[src/rtl/cascade_stage_sequencer.sv]
// rtl/cascade_stage_sequencer.sv - 22-stage Haar cascade sequencer for one detection window at a time
// Optional per-window statistics counters are enabled by defining CASCADE_STATS_EN.
`timescale 1ns/1ps
module cascade_stage_sequencer #(
  parameter int NUM_STAGES = 22,
  parameter int SCORE_W    = 24,
  parameter int FRAC_W     = 12,
  parameter int ACC_W      = 32,
  parameter int IDX_W      = 12
) (
  input  logic               clk,
  input  logic               rst_n,
  input  logic               win_valid,
  output logic               win_ready,
  input  logic               abort,
  output logic               feat_req_valid,
  input  logic               feat_req_ready,
  output logic [IDX_W-1:0]   feat_req_idx,
  input  logic               feat_rsp_valid,
  input  logic [SCORE_W-1:0] feat_rsp_score,
  output logic               result_valid,
  input  logic               result_ready,
  output logic               result_face,
  output logic [4:0]         result_stage
`ifdef CASCADE_STATS_EN
  ,
  output logic [31:0]                stat_windows,
  output logic [31:0]                stat_faces,
  output logic [NUM_STAGES*16-1:0]   stat_reject_hist
`endif
);

  // Threshold ROM values are stored in Q.12 and shifted up for wider fractions.
  localparam int THR_SHIFT = FRAC_W - 12;

  typedef enum logic [2:0] {S_IDLE, S_ISSUE, S_WAIT, S_CHECK, S_RESULT} state_t;

  state_t                   state, state_next;
  logic [4:0]               stage;
  logic [IDX_W-1:0]         idx;
  logic [7:0]               cnt;
  logic signed [ACC_W-1:0]  acc;
  logic [7:0]               stage_cnt;
  logic signed [ACC_W-1:0]  stage_thr;
  logic signed [ACC_W-1:0]  score_ext;
  logic                     pass, last_stage, stage_done;

  function automatic logic [7:0] count_rom(input logic [4:0] s);
    case (s)
      5'd0:  count_rom = 8'd3;    5'd1:  count_rom = 8'd16;
      5'd2:  count_rom = 8'd21;   5'd3:  count_rom = 8'd39;
      5'd4:  count_rom = 8'd33;   5'd5:  count_rom = 8'd44;
      5'd6:  count_rom = 8'd50;   5'd7:  count_rom = 8'd51;
      5'd8:  count_rom = 8'd56;   5'd9:  count_rom = 8'd71;
      5'd10: count_rom = 8'd80;   5'd11: count_rom = 8'd103;
      5'd12: count_rom = 8'd111;  5'd13: count_rom = 8'd102;
      5'd14: count_rom = 8'd135;  5'd15: count_rom = 8'd137;
      5'd16: count_rom = 8'd140;  5'd17: count_rom = 8'd160;
      5'd18: count_rom = 8'd177;  5'd19: count_rom = 8'd182;
      5'd20: count_rom = 8'd211;  5'd21: count_rom = 8'd213;
      default: count_rom = 8'd0;
    endcase
  endfunction

  function automatic logic signed [ACC_W-1:0] thr_rom(input logic [4:0] s);
    logic signed [31:0] raw;
    case (s)
      5'd0:  raw = 32'sd3370;    5'd1:  raw = 32'sd28494;
      5'd2:  raw = 32'sd38906;   5'd3:  raw = 32'sd75420;
      5'd4:  raw = 32'sd62768;   5'd5:  raw = 32'sd86060;
      5'd6:  raw = 32'sd97971;   5'd7:  raw = 32'sd100466;
      5'd8:  raw = 32'sd111220;  5'd9:  raw = 32'sd141534;
      5'd10: raw = 32'sd160183;  5'd11: raw = 32'sd207301;
      5'd12: raw = 32'sd223724;  5'd13: raw = 32'sd205495;
      5'd14: raw = 32'sd273077;  5'd15: raw = 32'sd277295;
      5'd16: raw = 32'sd283566;  5'd17: raw = 32'sd324604;
      5'd18: raw = 32'sd359203;  5'd19: raw = 32'sd369678;
      5'd20: raw = 32'sd429053;  5'd21: raw = 32'sd433197;
      default: raw = 32'sd0;
    endcase
    thr_rom = ACC_W'(raw) <<< THR_SHIFT;
  endfunction

  assign feat_req_idx = idx;

  always_comb begin
    stage_cnt  = count_rom(stage);
    stage_thr  = thr_rom(stage);
    score_ext  = {{(ACC_W-SCORE_W){feat_rsp_score[SCORE_W-1]}}, feat_rsp_score};
    pass       = acc >= stage_thr;
    last_stage = stage == 5'(NUM_STAGES-1);
    stage_done = (cnt + 8'd1) == stage_cnt;
    state_next = state;
    case (state)
      S_IDLE:   if (win_valid && win_ready) state_next = S_ISSUE;
      S_ISSUE:  if (feat_req_ready) state_next = S_WAIT;
      S_WAIT:   if (feat_rsp_valid) state_next = stage_done ? S_CHECK : S_ISSUE;
      S_CHECK:  state_next = (pass && !last_stage) ? S_ISSUE : S_RESULT;
      S_RESULT: if (result_ready) state_next = S_IDLE;
      default:  state_next = S_IDLE;
    endcase
    // abort is meaningless in IDLE, so a simultaneous win_valid still wins there
    if (abort && state != S_IDLE) state_next = S_IDLE;
  end

  // Handshake outputs are registered from the next state so they read 0 while in reset.
  always_ff @(posedge clk or negedge rst_n) begin
    if (!rst_n) begin
      state          <= S_IDLE;
      win_ready      <= 1'b0;
      feat_req_valid <= 1'b0;
      result_valid   <= 1'b0;
      result_face    <= 1'b0;
      result_stage   <= 5'd0;
      stage          <= 5'd0;
      idx            <= '0;
      cnt            <= 8'd0;
      acc            <= '0;
    end else begin
      state          <= state_next;
      win_ready      <= state_next == S_IDLE;
      feat_req_valid <= state_next == S_ISSUE;
      result_valid   <= state_next == S_RESULT;
      case (state)
        S_IDLE: if (win_valid && win_ready) begin
          stage <= 5'd0;
          idx   <= '0;
          cnt   <= 8'd0;
          acc   <= '0;
        end
        S_WAIT: if (feat_rsp_valid && !abort) begin
          acc <= acc + score_ext;
          idx <= idx + IDX_W'(1);
          cnt <= cnt + 8'd1;
        end
        S_CHECK: if (!abort) begin
          if (pass && !last_stage) begin
            stage <= stage + 5'd1;
            acc   <= '0;
            cnt   <= 8'd0;
          end else begin
            result_face  <= pass;
            result_stage <= pass ? 5'(NUM_STAGES) : stage;
          end
        end
        default: ;
      endcase
    end
  end

`ifdef CASCADE_STATS_EN
  logic stat_hs;
  assign stat_hs = result_valid && result_ready && !abort;

  always_ff @(posedge clk or negedge rst_n) begin
    if (!rst_n) begin
      stat_windows     <= 32'd0;
      stat_faces       <= 32'd0;
      stat_reject_hist <= '0;
    end else if (stat_hs) begin
      if (stat_windows != 32'hFFFF_FFFF) stat_windows <= stat_windows + 32'd1;
      if (result_face && stat_faces != 32'hFFFF_FFFF) stat_faces <= stat_faces + 32'd1;
      for (int i = 0; i < NUM_STAGES; i++) begin
        if (!result_face && result_stage == 5'(i) && stat_reject_hist[i*16 +: 16] != 16'hFFFF)
          stat_reject_hist[i*16 +: 16] <= stat_reject_hist[i*16 +: 16] + 16'd1;
      end
    end
  end
`endif

endmodule
[config.mk]
export PLATFORM = sky130hd
export DESIGN_NAME = cascade_stage_sequencer
export DESIGN_NICKNAME = d
export VERILOG_FILES = /design/src/rtl/cascade_stage_sequencer.sv
export SDC_FILE = /design/constraint.sdc
export NUM_CORES = 1
export LEC_CHECK = 0
export CORE_MARGIN = 8
export CORE_UTILIZATION = 59
export DETAILED_ROUTE_END_ITERATION = 8
export DONT_BUFFER_PORTS = 1
export HOLD_SLACK_MARGIN = 0.02
export PLACE_DENSITY = 0.78
export SETUP_SLACK_MARGIN = 0.02
export SLEW_MARGIN = 20
export SYNTH_ARGS = -nofsm -noshare
export SYNTH_HDL_FRONTEND = slang
export SYNTH_SLANG_ARGS = --single-unit
export TNS_END_PERCENT = 1
[constraint.sdc]
create_clock -name clk -period 4.1 [get_ports clk]
set_clock_uncertainty 0.05 [all_clocks]
set_input_delay 0 -clock clk [delete_from_list [all_inputs] [get_ports clk]]
set_output_delay 0 -clock clk [all_outputs]
set_load 0.02 [all_outputs]
; ---- Word level (Yosys, flattened, before mapping)
; Memory sizes are Yosys's and may differ from the RTL's.
; Cells that the tools add are included.
[classes]
add_sub_neg = 4
multipliers = 0
n_div = 0
magnitude_cmp = 1
eq_ne = 12
shift = 0
muxes = 26
bitwise_logic = 2
reduce_logical = 16
[op_table]
columns = cell, n
row1 = $mux W32, 4
row2 = $pmux W32 S3, 1
row3 = $add A32 B24 Y32, 1
row4 = $ge A32 B32 Y1, 1
row5 = $mux W8, 4
row6 = $mux W12, 2
row7 = $pmux W12 S2, 1
row8 = $pmux W8 S3, 1
row9 = $mux W5, 4
row10 = $mux W3, 6
row11 = $pmux W3 S5, 1
row12 = $add A12 B1 Y12 const B, 1
row13 = $pmux W5 S2, 1
row14 = $add A8 B1 Y8 const B, 1
row15 = $eq A8 B8 Y1, 1
row16 = $ne A2 B2 Y1 const B, 4
row17 = $eq A3 B1 Y1 const B, 2
row18 = $eq A3 B2 Y1 const B, 2
row19 = $eq A3 B3 Y1 const B, 2
row20 = $logic_not A3 Y1, 2
row21 = $reduce_and A3 Y1, 2
row22 = $reduce_bool A3 Y1, 2
row23 = $add A5 B1 Y5 const B, 1
row24 = $eq A5 B5 Y1 const B, 1
row25 = 7 further kinds, 13
[word_totals]
ff_bits = 69
latch_bits = 0
ram_bits = 0
romBits = 864
input_bits = 31
output_inout_bits = 21
n_memories = 2
[mem_list]
columns = name, depth, width, rd, rd_clocked_by_memory_dff, wr, line_no
row1 = (no name shown), 32, 19, 1, 0, 0, 67  ; case (s)
row2 = (no name shown), 32, 8, 1, 0, 0, 49  ; case (s)

; ---- Depth between registers and ports, before layout
; Gate-level depths: netlist of the first run.
[depth]
depth_word = 7
mapped_depth = 19
ltp_nobuf = 16

; ---- Worst setup path before layout of the first run
; Ideal clock, no wire load.
[synth_path]
path_type = register to register
start = register stage[1]
end = register cnt[5]
t_arrival_ns = 3.717
required_ns = 3.923
setup_slack_ns = 0.205
path_stages_with_launch = 18
path_buffers = 3
period_less_slack_ns = 3.895
cell_sequence = dfrtp_1 -> clkbuf_1 -> inv_1 -> ha_1 -> o21ai_0 -> nor2_1 -> a211oi_1 -> a31oi_1 -> ha_1 -> nand4_1 -> or4_4 -> o221a_2 -> o211a_4 -> o21a_1 -> buf_6 -> buf_6 -> o21ai_1 -> o41ai_1
[synth_via]
elab_chain_cells = 5
[synth_rtl]
columns = item, line_no
row1 = from (decl), 39  ; logic [4:0] stage;
row2 = from (signal assigned), 138  ; stage <= stage + 5'd1;
row3 = $mem_v2 Z32 W19 or $eq A5 B5 Y1 (tied branches), -
row4 = $ge A32 B32 Y1 or $logic_not A1 Y1 (tied branches), "90, 137"
row5 = $logic_and A1 B1 Y1 (*), 137  ; if (pass && !last_stage) begin
row6 = $ne A2 B2 Y1 (no source line) (*), -
row7 = $reduce_and A5 Y1 (no source line) (*), -
row8 = to (signal assigned), 134  ; cnt <= cnt + 8'd1;
row9 = to (decl), 41  ; logic [7:0] cnt;
; Every way passes the cells marked *; elsewhere a longest branch is shown, timed or not.
; A chain may end at the register's enable or synchronous reset.

; ---- Worst setup path after layout of the first run
[layout_path]
start = register stage[1]
end = register acc[3]
[layout_via]
elab_chain_cells = 5
[layout_rtl]
columns = item, line_no
row1 = $mem_v2 Z32 W19 or $eq A5 B5 Y1 (tied branches), -
row2 = $ge A32 B32 Y1 or $logic_not A1 Y1 (tied branches), "90, 137"
row3 = $logic_and A1 B1 Y1 (*), 137
row4 = $ne A2 B2 Y1 (no source line) (*), -
row5 = $reduce_and A5 Y1 (no source line) (*), -
row6 = to (signal assigned), 132  ; acc <= acc + score_ext;
row7 = to (decl), 42  ; logic signed [ACC_W-1:0] acc;
; Marks and branches as above.

==> summary.md, run 1 <==
| Metric | Value |
|---|---|
| Max-cap violations | `0` |
| Die Height | `117 um` |
| Avg Cell Area, Syn | `8.47 um2` |
| Num CTS Buffers | `9` |
| CTS HTree Levels | `3` |
| Area delta synth->final | `9.54%` |
| Fill cells | `858` |
| GPL Wtd Cong | `0.956` |
| Status | `complete, no violations` |
| Total clock sinks | `69` |
| TritonCTS clock tree | `done` |
| Warnings, synthesis | `0` |
| WHS Endpoint | `acc[17]$_DFFE_PN0P_` |
| Post-synth EDFFs | `0` |
| Initial DRC count | `334` |
| Tcrit/Tclk final | `94.6%` |
| Largest fanout on the critical path | `28` |
| Total setup buffers inserted after CTS | `0` |
| Critical Path AT | `4.10 ns` |
| Area occupied by multi-input gates | `0.00415 mm2` |
| R2r endpoint | `acc[3]$_DFFE_PN0P_` |
| Min cycle time layout | `3.88 ns` |
| Slew @ Worst Pin | `0.907 ns` |
| Post-layout nets | `822` |
| Post-DRT Antenna Nets | `0` |
| Largest net degree at the start of global routing | `70` |
| Placed cell count | `838` |
| Yosys top cell by area | `dfrtp_1` |
| Final setup fails | `0` |
| #FFs+latches synth | `69` |
| Max Freq | `0.258 GHz` |
| Relative slew margins | `39.4%` |
| Post-route DRC | `0` |
| Worst Setup End Kind | `flop` |
| DP Wirelength | `12,000 um` |
| I/O pins | `52` |
| Clock Tree Buf Depth | `2` |
| Die width | `117 um` |
| Non-Filler Instances | `865` |
| GRT Resource Usage Total | `23.5%` |
| Total Die Area | `0.0138 mm2` |
| # port buffers | `0` |
| Via-per-instance ratio | `6.44` |
| Top post-synthesis cells by area | `dfrtp_1 28%, ha_1 14%, nand2_1 5.3%` |
| Via count | `5,569` |
| Critical path launch point type | `flop` |
| Post-Syn Instances | `717` |
| Async SR Flop Fraction | `100%` |
| Core Area | `0.0101 mm2` |
| GR Overflow Total | `0` |
| Fin Setup TNS | `0 ns` |
| Post-synth cell types | `60` |
| R2r startpoint | `stage[1]$_DFFE_PN0P_` |
| Drt wl/cell | `19.1 um` |
| Clock Latency Late Sink | `0.37 ns` |
| Mapped cell area | `0.00607 mm2` |
| Yosys top cell area share | `28.4%` |
| Worst reg2reg setup slack | `0.22 ns` |
| First-pass GRT wire length | `27,100 um` |
| Final WS setup | `0.222 ns` |
| Hold Crit Depth | `3` |
| Top FF cell, synth | `dfrtp_1` |
| Final wirelength | `16,500 um` |
| Rows | `37` |
| Post-synthesis sequential area ratio | `28.4%` |
| VDD IR max | `0.344 mV` |
| Antenna diodes | `0` |
| RSZ-0062 raised after global routing | `no` |
| Number of global-route vias before repair | `5,511` |
| Critical path type | `reg2reg` |
| PD cells | `675 mW/mm2` |
| Initial antenna violation count | `0` |
| Req. time, crit path | `4.32 ns` |
| Initial Util | `59.9%` |
| Hold Crit Class | `in2reg` |
| Clock slew at reported path FFs | `0.09 ns` |
| Final hold vios | `0` |
| Syn Nets | `815` |
| Hold path start | `feat_rsp_score[17]` |
| Worst R2R Path Depth | `15` |
| Pre-CTS setup slack | `0.141 ns` |
| TritonRoute pass-1 iters | `5` |
| Fraction of layout cells with a size suffix above 1 | `10.0%` |
| Leakage | `0.00305 uW` |
| Sequential cell area | `0.00173 mm2` |
| Root buffer cell | `clkbuf_8` |
| Max-slew violations | `0` |
## Yosys cell counts, types with 7 or more instances
cell type,n
xnor2_1,29
o31ai_2,19
o21ai_0,48
dfrtp_1,69
nand4_1,10
a21o_1,20
nor3_1,12
inv_1,17
xor2_1,24
nor2_1,58
and3_1,14
nand2b_1,9
o21a_1,7
a21oi_1,55
a31oi_1,14
nand3_1,16
a211oi_1,9
clkbuf_1,19
and2_1,7
nand2_1,85
ha_1,66
## critical path: stages, from the launching register on
cell and delay [ns]:
dfrtp_1 0.40, buf_4 0.21, ha_1 0.22, buf_4 0.16, or2_2 0.31, a21boi_0 0.19, o21ai_0 0.10, o221ai_1 0.09
ha_1 0.16, nand4_1 0.10, or4_4 0.44, o221a_2 0.28, o211a_4 0.28, o21a_2 0.33, buf_12 0.22, o31ai_2 0.25
## registers in the layout (all words and copies together), names as in the netlist
register and cells:
result_face 1, result_valid 1, state 3, acc 32
stage 5, feat_req_idx 12, result_stage 5, win_ready 1
cnt 8, feat_req_valid 1
## report_power, final
part / total, uW / leakage [uW] / switching (uW) / internal [uW]
sequential: 1140 / 0.000940 / 266 / 879
combinational: 2610 / 0.00199 / 1500 / 1120
clock: 731 / 0.000124 / 316 / 415
## stage by stage
step / util, % / area [um2] / hold slack, ns / power (uW)
final: 65.6 / 6650 / 0.0326 / 4490
after global routing: 65.6 / 6650 / 0.0449 / 4820
after CTS: 65.2 / 6610 / 0.0228 / 4410
after detailed placement: 61.5 / 6240 / -0.343 / 3640
after global placement: 61.5 / 6240 / -0.343 / 3530
after floorplan: - / 6070 / -0.346 / 3100
## metal layers
layer  GRT usage, %  vias up  part of all wire (%)
met5              0        -                     0
met4           9.77        0                   2.9
met3           4.84       41                   6.1
met2           39.8      196                    49
met1           28.3     2669                    42
li1               -     2663                     -
## final cells by class
type | count | area share [%]
inverters | 17 | 0.997
repair buffers | 27 | 4.33
flip-flops and latches | 69 | 26.0
well taps | 136 | 2.56
clock inverters | 7 | 1.94
clock buffers | 9 | 1.86
multi-input cells | 600 | 62.4
## kinds of logic after synthesis
group	count (synthesis)	share of synthesized area (%)
mux	5	0.906
simple gates	237	18.3
fa+ha+maj	67	13.9
flops	69	28.4
buf+inv	48	3.52
compound gates	238	27.3
xor+xnor	53	7.64
## placed cells by master, fill, tap and decap left out, types with 9 or more instances in the layout
cell type / count
nand3_1: 16
and3_1: 14
o21ai_0: 48
o31ai_2: 19
xnor2_1: 29
inv_1: 15
xor2_1: 24
nor2_1: 57
a21o_1: 20
dfrtp_1: 69
nor3_1: 12
a21oi_1: 55
a211oi_1: 9
ha_1: 64
dlygate4sd3_1: 9
a31oi_1: 14
nand4_1: 10
buf_4: 14
clkbuf_8: 9
nand2_1: 85
## worst max-delay path by stage
stage | startpoint | endpoint | slack, ns | cells after the start
CTS | stage[0]$_DFFE_PN0P_ | acc[3]$_DFFE_PN0P_ | 0.12 | 14
floorplan | stage[1]$_DFFE_PN0P_ | cnt[5]$_DFFE_PN0P_ | 0.21 | 17
detailed placement | stage[0]$_DFFE_PN0P_ | acc[3]$_DFFE_PN0P_ | 0.14 | 14
finish | stage[1]$_DFFE_PN0P_ | acc[3]$_DFFE_PN0P_ | 0.22 | 15
global placement | stage[1]$_DFFE_PN0P_ | acc[31]$_DFFE_PN0P_ | 0.25 | 14
global route | stage[1]$_DFFE_PN0P_ | acc[31]$_DFFE_PN0P_ | 0.02 | 16
## repair_timing
item / CTS / global route
endpoints found under the hold margin: 90 / 0
hold buffers: 10 / 0
gates resized for setup: 0 / 8
setup endpoints to repair: 0 / 37
No activity file was read; power rests on OpenSTA's default activity.
==> run 2: changes to the inputs <==
--- a/config.mk
+++ b/config.mk
@@ -10,7 +10,7 @@
 export DETAILED_ROUTE_END_ITERATION = 8
 export DONT_BUFFER_PORTS = 1
 export HOLD_SLACK_MARGIN = 0.02
-export PLACE_DENSITY = 0.78
+export PLACE_DENSITY = 0.83
 export SETUP_SLACK_MARGIN = 0.02
 export SLEW_MARGIN = 20
 export SYNTH_ARGS = -nofsm -noshare
==> run 2 against run 1 <==
  * Wire length fell by 1.9%
  * Combinational power fell by 2%
  * Hold slack got worse by 0.0025 ns
  * Count of clock-buffer cells in the layout rose by 1
  * Clock power fell by 10%
  * Register-to-register slack got worse by 0.06 ns
  * Largest cell class unchanged
  * Power fell by 2.7%
  * Design area fell by 1.4%
  * Die area did not move
  * First-iteration DRC count rose by 38%
==> summary.md, run 2 (synthesized netlist as in run 1, its figures left out) <==
| Metric | Value |
|---|---|
| Max-cap violations | `0 (unchanged)` |
| Min cycle time layout | `3.93 ns (+0.0555 ns)` |
| TritonRoute pass-1 iters | `8 (+3)` |
| Fraction of layout cells with a size suffix above 1 | `9.25% (-0.76 points)` |
| Root buffer cell | `clkbuf_8` |
| Fin Setup TNS | `0 ns (unchanged)` |
| Max Freq | `0.254 GHz (-1.4%)` |
| # port buffers | `0 (unchanged)` |
| Status | `complete, no violations` |
| Max-slew violations | `0 (unchanged)` |
| Final wirelength | `16,200 um (-1.9%)` |
| VDD IR max | `0.610 mV (+77%)` |
| Leakage | `0.00301 uW (-1.3%)` |
| Relative slew margins | `34.1% (-5.3 points)` |
| Most common cell after layout, fill and taps aside | `nand2_1` |
| R2r endpoint | `acc[3]$_DFFE_PN0P_` |
| Reg with most FFs | `acc` |
| GPL Wtd Cong | `0.942 (-1.4%)` |
| TritonCTS clock tree | `done` |
| Worst R2R Path Depth | `14 (-1)` |
| Num CTS Buffers | `9 (unchanged)` |
| Hold Crit Depth | `4 (+1)` |
| Initial antenna violation count | `0 (unchanged)` |
| Critical Path AT | `4.15 ns (+0.05 ns)` |
| Hold path start | `win_valid` |
| Area delta synth->final | `8.01%` |
| Die Height | `117 um (unchanged)` |
| Worst reg2reg setup slack | `0.17 ns (-0.06 ns)` |
| Via count | `5,482 (-1.6%)` |
| Critical path type | `reg2reg` |
| Total setup buffers inserted after CTS | `0 (unchanged)` |
| Drt wl/cell | `18.9 um (-1.4%)` |
| Core Area | `0.0101 mm2 (unchanged)` |
| GR Overflow Total | `0 (unchanged)` |
| CTS HTree Levels | `3 (unchanged)` |
| Rows | `37 (unchanged)` |
| Largest net degree at the start of global routing | `70 (unchanged)` |
| R2r startpoint | `stage[1]$_DFFE_PN0P_` |
| Clock slew at reported path FFs | `0.09 ns (about the same)` |
| Worst Setup End Kind | `flop` |
| WHS Endpoint | `feat_req_idx[10]$_DFFE_PN0P_` |
| Initial Util | `59.9% (unchanged)` |
| Dpl cell area | `0.00622 mm2 (-0.24%)` |
| I/O pins | `52 (unchanged)` |
| Slew @ Worst Pin | `0.986 ns (+0.0790 ns)` |
| Clock Tree Buf Depth | `2 (unchanged)` |
| Post-layout nets | `817 (-0.61%)` |
| Number of global-route vias before repair | `5,354 (-2.8%)` |
| Total clock sinks | `69 (unchanged)` |
| Final instance area | `0.00656 mm2 (-1.4%)` |
| Largest register FFs | `32 (unchanged)` |
| Post-route DRC | `0 (unchanged)` |
| Total Die Area | `0.0138 mm2 (unchanged)` |
| Most frequent cells in the layout | `85 x nand2_1, 69 x dfrtp_1, 65 x ha_1` |
| Post-DRT Antenna Nets | `0 (unchanged)` |
| Initial DRC count | `462 (+38%)` |
| Largest fanout on the critical path | `42 (+50%)` |
| Req. time, crit path | `4.32 ns (about the same)` |
| Fill cells | `851 (-0.82%)` |
| Hold Crit Class | `in2reg` |
| First-pass GRT wire length | `26,900 um (-1.0%)` |
| Die width | `117 um (unchanged)` |
| Tcrit/Tclk final | `95.9% (+1.4 points)` |
| GRT Resource Usage Total | `23.2% (-0.23 points)` |
| Antenna diodes | `0 (unchanged)` |
| Final hold vios | `0 (unchanged)` |
| RSZ-0062 raised after global routing | `no` |
| DP Wirelength | `12,100 um (+0.91%)` |
| Clock Latency Late Sink | `0.35 ns (-0.02 ns)` |
| Via-per-instance ratio | `6.37 (-0.99%)` |
| PD cells | `666 mW/mm2 (-1.3%)` |
| Critical path launch point type | `flop` |
| Final setup fails | `0 (unchanged)` |
-- run 2: through the flow --
step | utilization, % | setup slack (ns) | hold WS, ns | power [uW] | std cells
after global placement | 61.4 | 0.294 | -0.343 | 3530 | 836
after CTS | 64.6 | 0.140 | 0.0263 | 4350 | 860
after detailed placement | 61.4 | 0.151 | -0.343 | 3660 | 836
after floorplan | - | 0.205 | -0.346 | 3100 | 717
final | 64.7 | 0.167 | 0.0300 | 4370 | 860
after global routing | 64.7 | 0.0244 | 0.0340 | 4710 | 860
-- run 2: final cells by class --
cell class | instances | area, um2 | share of cell area [%]
multi-input combinational | 600 | 4140 | 63.1
clock buffer | 10 | 138 | 2.10
clock inverter | 6 | 93.8 | 1.43
timing repair buffer | 22 | 228 | 3.47
sequential | 69 | 1730 | 26.3
inverter | 17 | 63.8 | 0.973
tap | 136 | 170 | 2.59
-- run 2: worst max-delay path, stage by stage, from the launching register on --
cell      delay [ns]
dfrtp_1         0.39
inv_1           0.18
ha_1            0.35
nand2b_1        0.24
a21oi_2         0.13
a21o_1          0.20
ha_1            0.28
nand3_1         0.10
or4_4           0.54
nor2_1          0.20
o311ai_0        0.19
o211a_4         0.21
o21a_2          0.31
buf_12          0.21
o31ai_2         0.25
-- run 2: metal layers --
layer,vias to the layer above,global-route usage (%),wire length [um]
li1,2641,-,-
met1,2631,28.7,6810
met2,178,39.9,8170
met3,32,5.13,962
met4,0,6.41,284
met5,-,0,0
-- run 2: timing repair --
item	4_1_cts	5_1_grt
endpoints found under the hold margin	85	0
setup endpoints to repair	0	32
hold buffers	8	0
resized for setup	0	3
-- run 2: worst max-delay path by stage --
| stage | from | to |
|---|---|---|
| floorplan | stage[1]$_DFFE_PN0P_ | cnt[5]$_DFFE_PN0P_ |
| finish | stage[1]$_DFFE_PN0P_ | acc[3]$_DFFE_PN0P_ |
| global placement | stage[1]$_DFFE_PN0P_ | acc[3]$_DFFE_PN0P_ |
| CTS | stage[0]$_DFFE_PN0P_ | acc[3]$_DFFE_PN0P_ |
| detailed placement | stage[0]$_DFFE_PN0P_ | acc[3]$_DFFE_PN0P_ |
| global route | stage[1]$_DFFE_PN0P_ | acc[13]$_DFFE_PN0P_ |
-- run 2: power by group --
| part | internal [uW] | switching, uW | leakage, uW | total, uW |
|---|---|---|---|---|
| Clock | 366 | 292 | 0.000119 | 657 |
| Combinational | 1090 | 1460 | 0.00196 | 2550 |
| Sequential | 879 | 281 | 0.000940 | 1160 |
| Total | 2340 | 2030 | 0.00301 | 4370 |
==> run 3: changes to the inputs <==
--- a/config.mk
+++ b/config.mk
@@ -6,11 +6,11 @@
 export NUM_CORES = 1
 export LEC_CHECK = 0
 export CORE_MARGIN = 8
-export CORE_UTILIZATION = 59
+export CORE_UTILIZATION = 60
 export DETAILED_ROUTE_END_ITERATION = 8
 export DONT_BUFFER_PORTS = 1
 export HOLD_SLACK_MARGIN = 0.02
-export PLACE_DENSITY = 0.83
+export PLACE_DENSITY = 0.81
 export SETUP_SLACK_MARGIN = 0.02
 export SLEW_MARGIN = 20
 export SYNTH_ARGS = -nofsm -noshare
==> constraint.sdc (replaced) <==
create_clock -name clk -period 4.6 [get_ports clk]
set_clock_uncertainty 0.05 [all_clocks]
set_input_delay 0 -clock clk [delete_from_list [all_inputs] [get_ports clk]]
set_output_delay 0 -clock clk [all_outputs]
set_load 0.02 [all_outputs]
==> run 3 against run 2 <==
  * Register-to-register slack improved by 0.19 ns
  * Highest routed layer unchanged
  * Critical path depth up 1
  * First-iteration DRC count shrank 15%
  * Global-route usage grew 1.4 points
  * Largest power group unchanged
  * Clock power decreased by 27%
  * Non-clock buffer count up 9
  * Setup slack improved by 0.19 ns
==> summary.md, run 3 (synthesized netlist as in run 1, its figures left out) <==
| Metric | Value |
|---|---|
| Most common cell after layout, fill and taps aside | `nand2_1` |
| Min cycle time layout | `4.24 ns (+0.307 ns)` |
| Num CTS Buffers | `9 (unchanged)` |
| CTS HTree Levels | `3 (unchanged)` |
| Status | `complete, no violations` |
| Initial antenna violation count | `0 (unchanged)` |
| First-pass GRT wire length | `26,600 um (-0.82%)` |
| Largest register FFs | `32 (unchanged)` |
| Worst Setup End Kind | `flop` |
| TritonRoute pass-1 iters | `6 (-2)` |
| Post-DRT Antenna Nets | `0 (unchanged)` |
| Total Die Area | `0.0136 mm2 (-1.4%)` |
| Final Power | `3790 uW (-13%)` |
| Via count | `5,542 (+1.1%)` |
| # resized after CTS | `0 (unchanged)` |
| Post-layout nets | `826 (+1.1%)` |
| Largest net degree at the start of global routing | `70 (unchanged)` |
| GRT Resource Usage Total | `24.6% (+1.4 points)` |
| Max-slew violations | `0 (unchanged)` |
| Largest fanout on the critical path | `9 (-79%)` |
| Fraction of layout cells with a size suffix above 1 | `9.41% (+0.16 points)` |
| Core Area | `0.00982 mm2 (-3.1%)` |
| Fin Setup TNS | `0 ns (unchanged)` |
| Slew @ Worst Pin | `0.895 ns (-0.0908 ns)` |
| Hold_buf cts | `12 (+4)` |
| Most frequent cells in the layout | `85 x nand2_1, 69 x dfrtp_1, 66 x ha_1` |
| PD cells | `576 mW/mm2 (-14%)` |
| Relative slew margins | `40.2% (+6.1 points)` |
| Clock Latency Late Sink | `0.36 ns (about the same)` |
| Total clock sinks | `69 (unchanged)` |
| Max-cap violations | `0 (unchanged)` |
| Cell Chain, Critical Path | `inv_1, ha_1, nand2_1, a31oi_1, a21oi_1, o21bai_1, ha_1, nand4_1, or4_4, nor2_1, o311ai_0, o211a_4, a41oi_1, nor2_1, dlygate4sd3_1` |
| Total setup buffers inserted after CTS | `0 (unchanged)` |
| Rows | `36 (-2.7%)` |
| Area delta synth->final | `8.30%` |
| Initial DRC count | `395 (-15%)` |
| Final WS setup | `0.360 ns (+0.193 ns)` |
| Pre-CTS setup slack | `0.501 ns (+0.350 ns)` |
| Slowest-stage cell, CP | `dlygate4sd3_1` |
| Max Freq | `0.236 GHz (-7.2%)` |
| GPL Wtd Cong | `0.968 (+2.8%)` |
| Fin Hold WS | `0.0474 ns (+0.0174 ns)` |
| Leakage | `0.00303 uW (+0.38%)` |
| I/O pins | `52 (unchanged)` |
| Worst reg2reg setup slack | `0.36 ns (+0.19 ns)` |
| Req. time, crit path | `4.80 ns (+0.48 ns)` |
| VDD IR max | `0.392 mV (-36%)` |
| Clock slew at reported path FFs | `0.10 ns (about the same)` |
| DP Wirelength | `12,100 um (+0.48%)` |
| Final wirelength | `16,200 um (-0.25%)` |
| Final hold vios | `0 (unchanged)` |
| # port buffers | `0 (unchanged)` |
| Critical path type | `reg2reg` |
| Root buffer cell | `clkbuf_8` |
| Initial Util | `61.9% (+1.9 points)` |
| Critical Path AT | `4.44 ns (+0.29 ns)` |
| Utilization after layout | `67.0% (+2.3 points)` |
| Critical path launch point type | `flop` |
| Via-per-instance ratio | `6.39 (+0.28%)` |
| Number of global-route vias before repair | `5,408 (+1.0%)` |
| Hold Crit Class | `in2reg` |
| Final setup fails | `0 (unchanged)` |
| Drt wl/cell | `18.7 um (-1.1%)` |
| Die Height | `117 um (-0.72%)` |
| Post-route DRC | `0 (unchanged)` |
| RSZ-0062 raised after global routing | `no` |
| TritonCTS clock tree | `done` |
| Tcrit/Tclk final | `92.2% (-3.8 points)` |
| Slowest stage delay, CP | `0.56 ns (+0.02 ns)` |
| Clock Tree Buf Depth | `2 (unchanged)` |
| Die width | `117 um (-0.72%)` |
| Reg with most FFs | `acc` |
| GR Overflow Total | `0 (unchanged)` |
-- run 3: changes by cell type in the layout (fill, tap and decap cells not counted), moves of 2 or more --
cell	previous run	this run
dlygate4sd3_1	7	11
bufinv_16	2	0
clkinvlp_4	0	3
buf_4	12	18
-- run 3: metrics by stage --
step	cell area, um2	cells
final	6580	867
after global placement	6250	838
after CTS	6580	866
after floorplan	6070	717
after global routing	6580	866
after detailed placement	6250	838
-- run 3: metal layers --
metal  part of all wire (%)  GRT usage [%]  routed length, um
met1                     42           30.9               6800
met2                     49           41.9               7940
met3                    7.0           4.55               1140
met4                    1.9           7.85                313
met5                      0              0                  0
-- run 3: path summary, 6_finish.rpt --
check / to / start / cells past startpoint
hold / removal: acc[9]$_DFFE_PN0P_ / feat_rsp_score[9] / 3
min in group asynchronous: acc[2]$_DFFE_PN0P_ / rst_n / 2
max in group asynchronous: stage[3]$_DFFE_PN0P_ / rst_n / 2
hold reg to reg: cnt[7]$_DFFE_PN0P_ / cnt[7]$_DFFE_PN0P_ / 1
setup / recovery: result_valid$_DFF_PN0_ / stage[0]$_DFFE_PN0P_ / 15
setup reg to reg: result_valid$_DFF_PN0_ / stage[0]$_DFFE_PN0P_ / 15
-- run 3: final cells by class --
type | instances | area (um2)
multi-input combinational | 600 | 4130
inverter | 17 | 63.8
sequential | 69 | 1730
tap | 133 | 166
timing repair buffer | 31 | 293
antenna | 1 | 2.50
clock inverter | 7 | 67.6
fill | 876 | 3240
clock buffer | 9 | 124
-- run 3: critical path, delay by kind of cell (launching register included) --
family                   cells  cell delay (ns)
AO/OA/AOI/OAI                6             1.21
adder cells (fa/ha/maj)      2             0.71
buffers and inverters        2             0.83
flip-flops                   1             0.38
AND/OR/NAND/NOR              5             0.97
-- run 3: power by group --
| part | leakage (uW) | total [uW] | switching (uW) | internal (uW) |
|---|---|---|---|---|
| Clock | 0.0000872 | 482 | 275 | 207 |
| Combinational | 0.00200 | 2290 | 1300 | 988 |
| Sequential | 0.000940 | 1020 | 238 | 784 |
